==> config.mk <==
export PLATFORM = sky130hd
export DESIGN_NAME = constraint_scheduler_flat
export DESIGN_NICKNAME = d
export VERILOG_FILES = /design/src/rtl/constraint_scheduler_if.sv /design/src/rtl/constraint_scheduler.sv /design/src/flat_wrapper.sv
export SDC_FILE = /design/constraint.sdc
export NUM_CORES = 2
export LEC_CHECK = 0
export BUFFER_PORTS_ARGS = -buffer_cell sky130_fd_sc_hd__buf_2
export CORE_ASPECT_RATIO = 0.7
export CORE_UTILIZATION = 50
export CTS_CLUSTER_DIAMETER = 200
export DETAILED_ROUTE_END_ITERATION = 12
export GPL_ROUTABILITY_DRIVEN = 0
export PLACE_DENSITY = 0.69
export REMOVE_ABC_BUFFERS = 1
export SYNTH_ARGS = -nofsm -noshare
export SYNTH_HDL_FRONTEND = slang
export SYNTH_SLANG_ARGS = --single-unit
==> constraint.sdc <==
create_clock -name clk -period 3.3 [get_ports clk]
set_clock_uncertainty 0.05 [all_clocks]
set_input_delay 0.495 -clock clk [delete_from_list [all_inputs] [get_ports clk]]
set_output_delay 0.495 -clock clk [all_outputs]
set_load 0.01 [all_outputs]
==> src/rtl/constraint_scheduler_if.sv <==
// Host and engine signals of the constraint scheduler, bundled with
// modports for the scheduler side (slave) and the host/engine side (master).
interface constraint_scheduler_if #(
  parameter int ADDR_W = 3
);
  logic              start;
  logic              busy;
  logic              done;
  logic              wr_en;
  logic [ADDR_W-1:0] wr_addr;
  logic [31:0]       wr_x;
  logic [31:0]       wr_y;
  logic [ADDR_W-1:0] rd_addr;
  logic [31:0]       rd_x;
  logic [31:0]       rd_y;
  logic [31:0]       eng_up_x;
  logic [31:0]       eng_up_y;
  logic [31:0]       eng_x;
  logic [31:0]       eng_y;
  logic [31:0]       eng_down_x;
  logic [31:0]       eng_down_y;
  logic              eng_is_last;
  logic [31:0]       eng_x_res;
  logic [31:0]       eng_y_res;

  modport slave (
    input  start, wr_en, wr_addr, wr_x, wr_y, rd_addr, eng_x_res, eng_y_res,
    output busy, done, rd_x, rd_y,
           eng_up_x, eng_up_y, eng_x, eng_y, eng_down_x, eng_down_y, eng_is_last
  );

  modport master (
    output start, wr_en, wr_addr, wr_x, wr_y, rd_addr, eng_x_res, eng_y_res,
    input  busy, done, rd_x, rd_y,
           eng_up_x, eng_up_y, eng_x, eng_y, eng_down_x, eng_down_y, eng_is_last
  );
endinterface

==> src/rtl/constraint_scheduler.sv <==
// Gauss-Seidel sequencer: feeds one shared combinational constraint engine
// with neighbour triples from a position file and writes results back in place.
module constraint_scheduler #(
  parameter int N_POINTS   = 8,
  parameter int ITERATIONS = 4,
  parameter int ADDR_W     = 3
) (
  input  logic                   clk,
  input  logic                   rst_n,
  constraint_scheduler_if.slave  bus
);

  localparam int ITER_W = (ITERATIONS < 2) ? 1 : $clog2(ITERATIONS);

  localparam logic [ADDR_W-1:0] FIRST_IDX = ADDR_W'(1);
  localparam logic [ADDR_W-1:0] LAST_IDX  = ADDR_W'(N_POINTS - 1);
  localparam logic [ITER_W-1:0] LAST_ITER = ITER_W'(ITERATIONS - 1);

  typedef enum logic [1:0] {
    S_IDLE,
    S_ISSUE,
    S_WAIT,
    S_DONE
  } state_t;

  state_t            state_q, state_d;
  logic [ADDR_W-1:0] idx_q, idx_d;
  logic [ITER_W-1:0] iter_q, iter_d;

  logic [31:0] pos_x_q [N_POINTS];
  logic [31:0] pos_y_q [N_POINTS];

  logic [31:0] eng_up_x_q, eng_up_y_q, eng_x_q, eng_y_q;
  logic [31:0] eng_down_x_q, eng_down_y_q;
  logic        eng_is_last_q;

  logic              host_wr;
  logic              issue_en;
  logic              wb_en;
  logic              idx_is_last;
  logic [ADDR_W-1:0] up_idx;
  logic [ADDR_W-1:0] down_idx;
  logic              wr_in_range;
  logic              rd_in_range;

  assign idx_is_last = (idx_q == LAST_IDX);
  assign up_idx      = idx_q - FIRST_IDX;
  // The last point has no downstream neighbour; the engine gets itself instead.
  assign down_idx    = idx_is_last ? idx_q : idx_q + FIRST_IDX;
  assign wr_in_range = (32'(bus.wr_addr) < 32'(N_POINTS));
  assign rd_in_range = (32'(bus.rd_addr) < 32'(N_POINTS));

  // ---------------------------------------------------------------------------
  // FSM: state register
  // ---------------------------------------------------------------------------
  // NOTE: sequential state uses non-blocking (<=) so every register samples
  // pre-edge values; combinational blocks use blocking (=).
  always_ff @(posedge clk or negedge rst_n) begin
    if (!rst_n) begin
      state_q <= S_IDLE;
      idx_q   <= '0;
      iter_q  <= '0;
    end else begin
      state_q <= state_d;
      idx_q   <= idx_d;
      iter_q  <= iter_d;
    end
  end

  // ---------------------------------------------------------------------------
  // FSM: next-state logic
  // ---------------------------------------------------------------------------
  // NOTE: every output of this block gets a default first so no latch is inferred.
  always_comb begin
    state_d = state_q;
    idx_d   = idx_q;
    iter_d  = iter_q;
    unique case (state_q)
      S_IDLE: begin
        if (bus.start) begin
          state_d = S_ISSUE;
          idx_d   = FIRST_IDX;
          iter_d  = '0;
        end
      end
      S_ISSUE: state_d = S_WAIT;
      S_WAIT: begin
        if (!idx_is_last) begin
          idx_d   = idx_q + FIRST_IDX;
          state_d = S_ISSUE;
        end else if (iter_q != LAST_ITER) begin
          idx_d   = FIRST_IDX;
          iter_d  = iter_q + ITER_W'(1);
          state_d = S_ISSUE;
        end else begin
          state_d = S_DONE;
        end
      end
      S_DONE:  state_d = S_IDLE;
      default: state_d = S_IDLE;
    endcase
  end

  // ---------------------------------------------------------------------------
  // FSM: output decode
  // ---------------------------------------------------------------------------
  always_comb begin
    bus.busy = 1'b0;
    bus.done = 1'b0;
    issue_en = 1'b0;
    wb_en    = 1'b0;
    host_wr  = 1'b0;
    unique case (state_q)
      S_IDLE:  host_wr  = bus.wr_en && wr_in_range;
      S_ISSUE: begin
        bus.busy = 1'b1;
        issue_en = 1'b1;
      end
      S_WAIT: begin
        bus.busy = 1'b1;
        wb_en    = 1'b1;
      end
      S_DONE:  bus.done = 1'b1;
      default: ;
    endcase
  end

  // ---------------------------------------------------------------------------
  // Position file: host writes only in IDLE, engine writeback only in WAIT
  // ---------------------------------------------------------------------------
  // NOTE: this storage is cleared on reset because a mid-run abort must leave
  // no partially relaxed chain behind; plain storage would normally skip it.
  always_ff @(posedge clk or negedge rst_n) begin
    if (!rst_n) begin
      for (int i = 0; i < N_POINTS; i++) begin
        pos_x_q[i] <= '0;
        pos_y_q[i] <= '0;
      end
    end else if (host_wr) begin
      pos_x_q[bus.wr_addr] <= bus.wr_x;
      pos_y_q[bus.wr_addr] <= bus.wr_y;
    end else if (wb_en) begin
      pos_x_q[idx_q] <= bus.eng_x_res;
      pos_y_q[idx_q] <= bus.eng_y_res;
    end
  end

  // ---------------------------------------------------------------------------
  // Engine operand registers: loaded in ISSUE, held otherwise
  // ---------------------------------------------------------------------------
  always_ff @(posedge clk or negedge rst_n) begin
    if (!rst_n) begin
      eng_up_x_q    <= '0;
      eng_up_y_q    <= '0;
      eng_x_q       <= '0;
      eng_y_q       <= '0;
      eng_down_x_q  <= '0;
      eng_down_y_q  <= '0;
      eng_is_last_q <= 1'b0;
    end else if (issue_en) begin
      eng_up_x_q    <= pos_x_q[up_idx];
      eng_up_y_q    <= pos_y_q[up_idx];
      eng_x_q       <= pos_x_q[idx_q];
      eng_y_q       <= pos_y_q[idx_q];
      eng_down_x_q  <= pos_x_q[down_idx];
      eng_down_y_q  <= pos_y_q[down_idx];
      eng_is_last_q <= idx_is_last;
    end
  end

  assign bus.eng_up_x    = eng_up_x_q;
  assign bus.eng_up_y    = eng_up_y_q;
  assign bus.eng_x       = eng_x_q;
  assign bus.eng_y       = eng_y_q;
  assign bus.eng_down_x  = eng_down_x_q;
  assign bus.eng_down_y  = eng_down_y_q;
  assign bus.eng_is_last = eng_is_last_q;

  assign bus.rd_x = rd_in_range ? pos_x_q[bus.rd_addr] : '0;
  assign bus.rd_y = rd_in_range ? pos_y_q[bus.rd_addr] : '0;

endmodule
==> src/flat_wrapper.sv <==
// flat-port wrapper written by rule: the top's interface ports become plain ports
module constraint_scheduler_flat 
#(
  parameter int N_POINTS   = 8,
  parameter int ITERATIONS = 4,
  parameter int ADDR_W     = 3
)
  (clk, rst_n, bus_start, bus_wr_en, bus_wr_addr, bus_wr_x, bus_wr_y, bus_rd_addr, bus_eng_x_res, bus_eng_y_res, bus_busy, bus_done, bus_rd_x, bus_rd_y, bus_eng_up_x, bus_eng_up_y, bus_eng_x, bus_eng_y, bus_eng_down_x, bus_eng_down_y, bus_eng_is_last);
  constraint_scheduler_if #(.ADDR_W(ADDR_W)) bus_i ();
  input  logic clk;
  input  logic rst_n;
  input wire logic [$bits(bus_i.start)-1:0] bus_start;
  input wire logic [$bits(bus_i.wr_en)-1:0] bus_wr_en;
  input wire logic [$bits(bus_i.wr_addr)-1:0] bus_wr_addr;
  input wire logic [$bits(bus_i.wr_x)-1:0] bus_wr_x;
  input wire logic [$bits(bus_i.wr_y)-1:0] bus_wr_y;
  input wire logic [$bits(bus_i.rd_addr)-1:0] bus_rd_addr;
  input wire logic [$bits(bus_i.eng_x_res)-1:0] bus_eng_x_res;
  input wire logic [$bits(bus_i.eng_y_res)-1:0] bus_eng_y_res;
  output wire logic [$bits(bus_i.busy)-1:0] bus_busy;
  output wire logic [$bits(bus_i.done)-1:0] bus_done;
  output wire logic [$bits(bus_i.rd_x)-1:0] bus_rd_x;
  output wire logic [$bits(bus_i.rd_y)-1:0] bus_rd_y;
  output wire logic [$bits(bus_i.eng_up_x)-1:0] bus_eng_up_x;
  output wire logic [$bits(bus_i.eng_up_y)-1:0] bus_eng_up_y;
  output wire logic [$bits(bus_i.eng_x)-1:0] bus_eng_x;
  output wire logic [$bits(bus_i.eng_y)-1:0] bus_eng_y;
  output wire logic [$bits(bus_i.eng_down_x)-1:0] bus_eng_down_x;
  output wire logic [$bits(bus_i.eng_down_y)-1:0] bus_eng_down_y;
  output wire logic [$bits(bus_i.eng_is_last)-1:0] bus_eng_is_last;
  assign bus_i.start = bus_start;
  assign bus_i.wr_en = bus_wr_en;
  assign bus_i.wr_addr = bus_wr_addr;
  assign bus_i.wr_x = bus_wr_x;
  assign bus_i.wr_y = bus_wr_y;
  assign bus_i.rd_addr = bus_rd_addr;
  assign bus_i.eng_x_res = bus_eng_x_res;
  assign bus_i.eng_y_res = bus_eng_y_res;
  assign bus_busy = bus_i.busy;
  assign bus_done = bus_i.done;
  assign bus_rd_x = bus_i.rd_x;
  assign bus_rd_y = bus_i.rd_y;
  assign bus_eng_up_x = bus_i.eng_up_x;
  assign bus_eng_up_y = bus_i.eng_up_y;
  assign bus_eng_x = bus_i.eng_x;
  assign bus_eng_y = bus_i.eng_y;
  assign bus_eng_down_x = bus_i.eng_down_x;
  assign bus_eng_down_y = bus_i.eng_down_y;
  assign bus_eng_is_last = bus_i.eng_is_last;
  constraint_scheduler #(.N_POINTS(N_POINTS), .ITERATIONS(ITERATIONS), .ADDR_W(ADDR_W)) u_core (.clk(clk), .rst_n(rst_n), .bus(bus_i));
endmodule
==> out/summary.md <==
For the total global routing track utilization, the log shows 0.395. Once detail routing completed, the nets flagged for antenna violations numbered 0. The analysis attributes to cell leakage a power of 20.2 nW.

Fraction of synthesis flops using an asynchronous set or reset pin: 1.00. The critical path in this run is classified as reg2reg. The top-level port count was 397; the number of pins exceeding their max-slew limit in the final report was 0. The clock period minus final worst setup slack came out at 2870 ps. The core region is 90,600 um^2. The share of post-route cells with drive strength above 1 is 0.240. For this run, the slowest stage of the critical path takes 630 ps. In this run, synthesis inferred 0 flip-flops with an integrated enable. The root buffer cell is sky130_fd_sc_hd__clkbuf_16. The initial antenna violation count is 9, and the largest fanout on the critical path is 32. The flow ran to the end, and the final reports show no timing, DRC or antenna violations. The number of antenna diodes in the final layout is 0. The total overflow left after global routing is 0.

The tools report the final hold violation count as 0. The wire length per cell is 33.3 um. TritonCTS built the clock tree. The H-tree was split into 3 levels. IR analysis of the VDD net gives a maximum drop of 0.935 mV. CTS buffer count: 76. The placed wire-length estimate after detailed placement was 105 mm; the die width was 365 um. The number of instances in the synthesized netlist came out at 4,213. The number of storage elements in the synthesis netlist is 712, and the total setup buffers inserted after CTS is 0. The tools report the via count of the first global-routing pass as 41,700.

Walking the worst path, the cells encountered are inv_1 > ha_1 > nand2_4 > buf_4 > nand2_1 > o221ai_1 > o21a_1. The count of instances resized after the clock tree is built is 0, and the clock input transition at the sequential cells of the worst setup and hold paths is 60 ps. The cell area after synthesis is 46,100 um^2, and the number of vias after detailed routing is 43,200.

After detailed routing, the total wire length is 187 mm. The setup total negative slack is 0 ps, and the area fraction of the dominant cell type after synthesis is 0.387. The arrival time of data at the critical path endpoint is 3410 ps. Summed over all instances, the cell type with the most area after synthesis is sky130_fd_sc_hd__dfrtp_1.

Averaged over all synthesized cells, the footprint is 10.9 um^2. The portion of the clock cycle consumed by the worst path in the final layout came out at 0.869. The height of the die works out to 256 um.

Final setup violation count: 0. The tools report the critical path capture point type as a flop. Entering global routing, the biggest net connects 115 pins. For the highest clock rate, the log shows 0.349 GHz.

The total of max-cap violations was 0. The global-route wire length before repair is 277 mm, and the total number of clock tree sinks is 712. The first detailed-routing pass ran for 8 iterations.

The power density of the placed cells is 1160 nW/um^2, and the clock network latency to the later pin of the worst-skew pair is 690 ps. Compared with the post-synthesis result, the final layout area differs by 12.7%. For this run, the number of Yosys warnings is 0. By area the synthesized netlist is led by sky130_fd_sc_hd__dfrtp_1 39%, sky130_fd_sc_hd__mux4_2 13%, sky130_fd_sc_hd__o221ai_1 9.1%, sky130_fd_sc_hd__o21a_1 7.3%, sky130_fd_sc_hd__mux2i_1 5.8%. Including well taps, the total number of placed cells is 5,476. The worst endpoint required time was 3840 ps.

The worst setup path is launched from a flop. The proportion of synthesized chip area in sequential cells is 0.387, and the total die area is 93,400 um^2. The most repeated cell in the gate-level netlist after synthesis was sky130_fd_sc_hd__dfrtp_1.

The initial detailed-routing violation count is 7,121. For the pin with the worst max-slew slack, the measured transition is 1150 ps. Among all flip-flop cells after synthesis, the most frequent one is sky130_fd_sc_hd__dfrtp_1. For this design, the slowest cell found on the critical path is sky130_fd_sc_hd__buf_4. The count of buffers added on input and output ports is 396. The number of standard cells in the layout, taps in and fillers out was 5,611; the tightest slew margin relative to the limit was 0.235.

The worst hold path belongs to the class in2reg. The buffer levels on the longest clock path came out at 3. The count of filler cells inserted in the layout was 7,708. The mean number of vias per cell is 7.71, and the cts-stage hold buffer count is 1. In the routed design, unresolved DRC markers number 0. The tools report the number of placement rows as 92. Setup repair after global routing left no endpoint under its margin. After synthesis, the most frequently instantiated cells are 712 x sky130_fd_sc_hd__dfrtp_1, 481 x sky130_fd_sc_hd__o221ai_1, 450 x sky130_fd_sc_hd__o21a_1, 416 x sky130_fd_sc_hd__nand2_1, 268 x sky130_fd_sc_hd__mux2i_1.

For the final net count, the log shows 4,481. Starting utilization of the core area: 0.509. The number of different library cells used by synthesis comes to 52.
## state kept, by name, indices dropped and copies added (netlist names), 3 cells and up
signal and flops:
u_core.pos_x_q 256, u_core.pos_y_q 256, u_core.bus.eng_down_x 32, u_core.bus.eng_down_y 32
u_core.bus.eng_up_x 32, u_core.bus.eng_up_y 32, u_core.bus.eng_x 32, u_core.bus.eng_y 32
u_core.idx_q 3
## cell type report
class	count	area [um^2]	area share
multi-input cells	2960	25800	0.498
flip-flops and latches	712	17800	0.343
well taps	1222	1530	0.0295
clock buffers	115	2240	0.0432
clock inverters	19	213	0.00410
repair buffers	542	4080	0.0787
inverters	41	160	0.00309
## layer usage
metal / global-route usage / vias to the layer above / wire [um] / part of all wire
met1: 0.538 / 21600 / 70200 / 0.38
met3: 0.139 / 758 / 27700 / 0.15
met5: 0.000516 / - / 155 / 0.00083
met2: 0.562 / 3750 / 79600 / 0.43
met4: 0.182 / 20 / 9430 / 0.050
li1: - / 17100 / - / -
## critical path: cells and delay by family, from the launching register on
family                   cells  cell delay, ps
AO/OA/AOI/OAI                2             470
AND/OR/NAND/NOR              2             710
flip-flops                   1             460
buffers and inverters        2             720
adder cells (fa/ha/maj)      1             310
## cell usage in the layout, fill, tap and decap left out, types with 14 or more instances in the layout
master                        n
sky130_fd_sc_hd__o221ai_1   481
sky130_fd_sc_hd__buf_2      392
sky130_fd_sc_hd__clkbuf_16   79
sky130_fd_sc_hd__a22o_1      36
sky130_fd_sc_hd__mux4_2     266
sky130_fd_sc_hd__dfrtp_1    709
sky130_fd_sc_hd__mux2_1      64
sky130_fd_sc_hd__a211oi_1    15
sky130_fd_sc_hd__o21ai_0     20
sky130_fd_sc_hd__buf_4       68
sky130_fd_sc_hd__clkbuf_1    23
sky130_fd_sc_hd__mux2i_1    268
sky130_fd_sc_hd__o22ai_1     64
sky130_fd_sc_hd__nand3_1    156
sky130_fd_sc_hd__o21a_1     450
sky130_fd_sc_hd__a22oi_1     32
sky130_fd_sc_hd__nor2_1     167
sky130_fd_sc_hd__o211ai_1    52
sky130_fd_sc_hd__nor2b_1     15
sky130_fd_sc_hd__nand2_1    415
sky130_fd_sc_hd__inv_1       38
sky130_fd_sc_hd__a221oi_1   101
sky130_fd_sc_hd__a21oi_1     82
sky130_fd_sc_hd__o32a_1      16
sky130_fd_sc_hd__clkbuf_8    14
sky130_fd_sc_hd__a32o_1      51
sky130_fd_sc_hd__buf_12      78
sky130_fd_sc_hd__mux2_2      94
## logic make-up (layout without fill, tap and decap cells)
group           count (synthesis)  count (layout)  synth area share
compound gates               1460            1460             0.252
simple gates                  795             795            0.0728
flops                         712             712             0.387
mux                           694             694             0.227
buf+inv                       541             717            0.0581
fa+ha+maj                      10              10           0.00272
xor+xnor                        1               1          0.000353
## path summary, 6_finish.rpt
| check | start | endpoint | slack [ps] | depth (start not counted) |
|---|---|---|---|---|
| worst min register to register | u_core.bus.eng_down_y[1] | u_core.bus.eng_down_y[1] | 450 | 1 |
| worst min-delay path | bus_start | u_core.iter_q[0] | 120 | 4 |
| max in group asynchronous | rst_n | u_core.bus.eng_x[20] | 1790 | 3 |
| worst max-delay path | u_core.state_q[0] | u_core.pos_x_q[234] | 430 | 7 |
| worst max register to register | u_core.state_q[0] | u_core.pos_x_q[234] | 430 | 7 |
| min in group asynchronous | rst_n | u_core.pos_y_q[38] | 320 | 2 |
## where the power goes
| part | internal [W] | switching [W] | total (W) |
|---|---|---|---|
| clock | 0.00500 | 0.00382 | 0.00881 |
| combinational | 0.0144 | 0.0182 | 0.0326 |
| sequential | 0.0130 | 0.00556 | 0.0186 |
| total | 0.0324 | 0.0276 | 0.0600 |
## through the flow
step	hold slack [ps]	cell area (um^2)	total power, W	setup WS (ps)	util
global route	149	51900	0.0624	391	0.573
CTS	101	51900	0.0589	540	0.573
detailed placement	424	49400	0.0500	568	0.546
finish	122	51900	0.0600	432	0.573
global placement	431	49400	0.0492	593	0.546
floorplan	149	43500	0.0374	-13540	-
(Power assumes the default switching activity.)
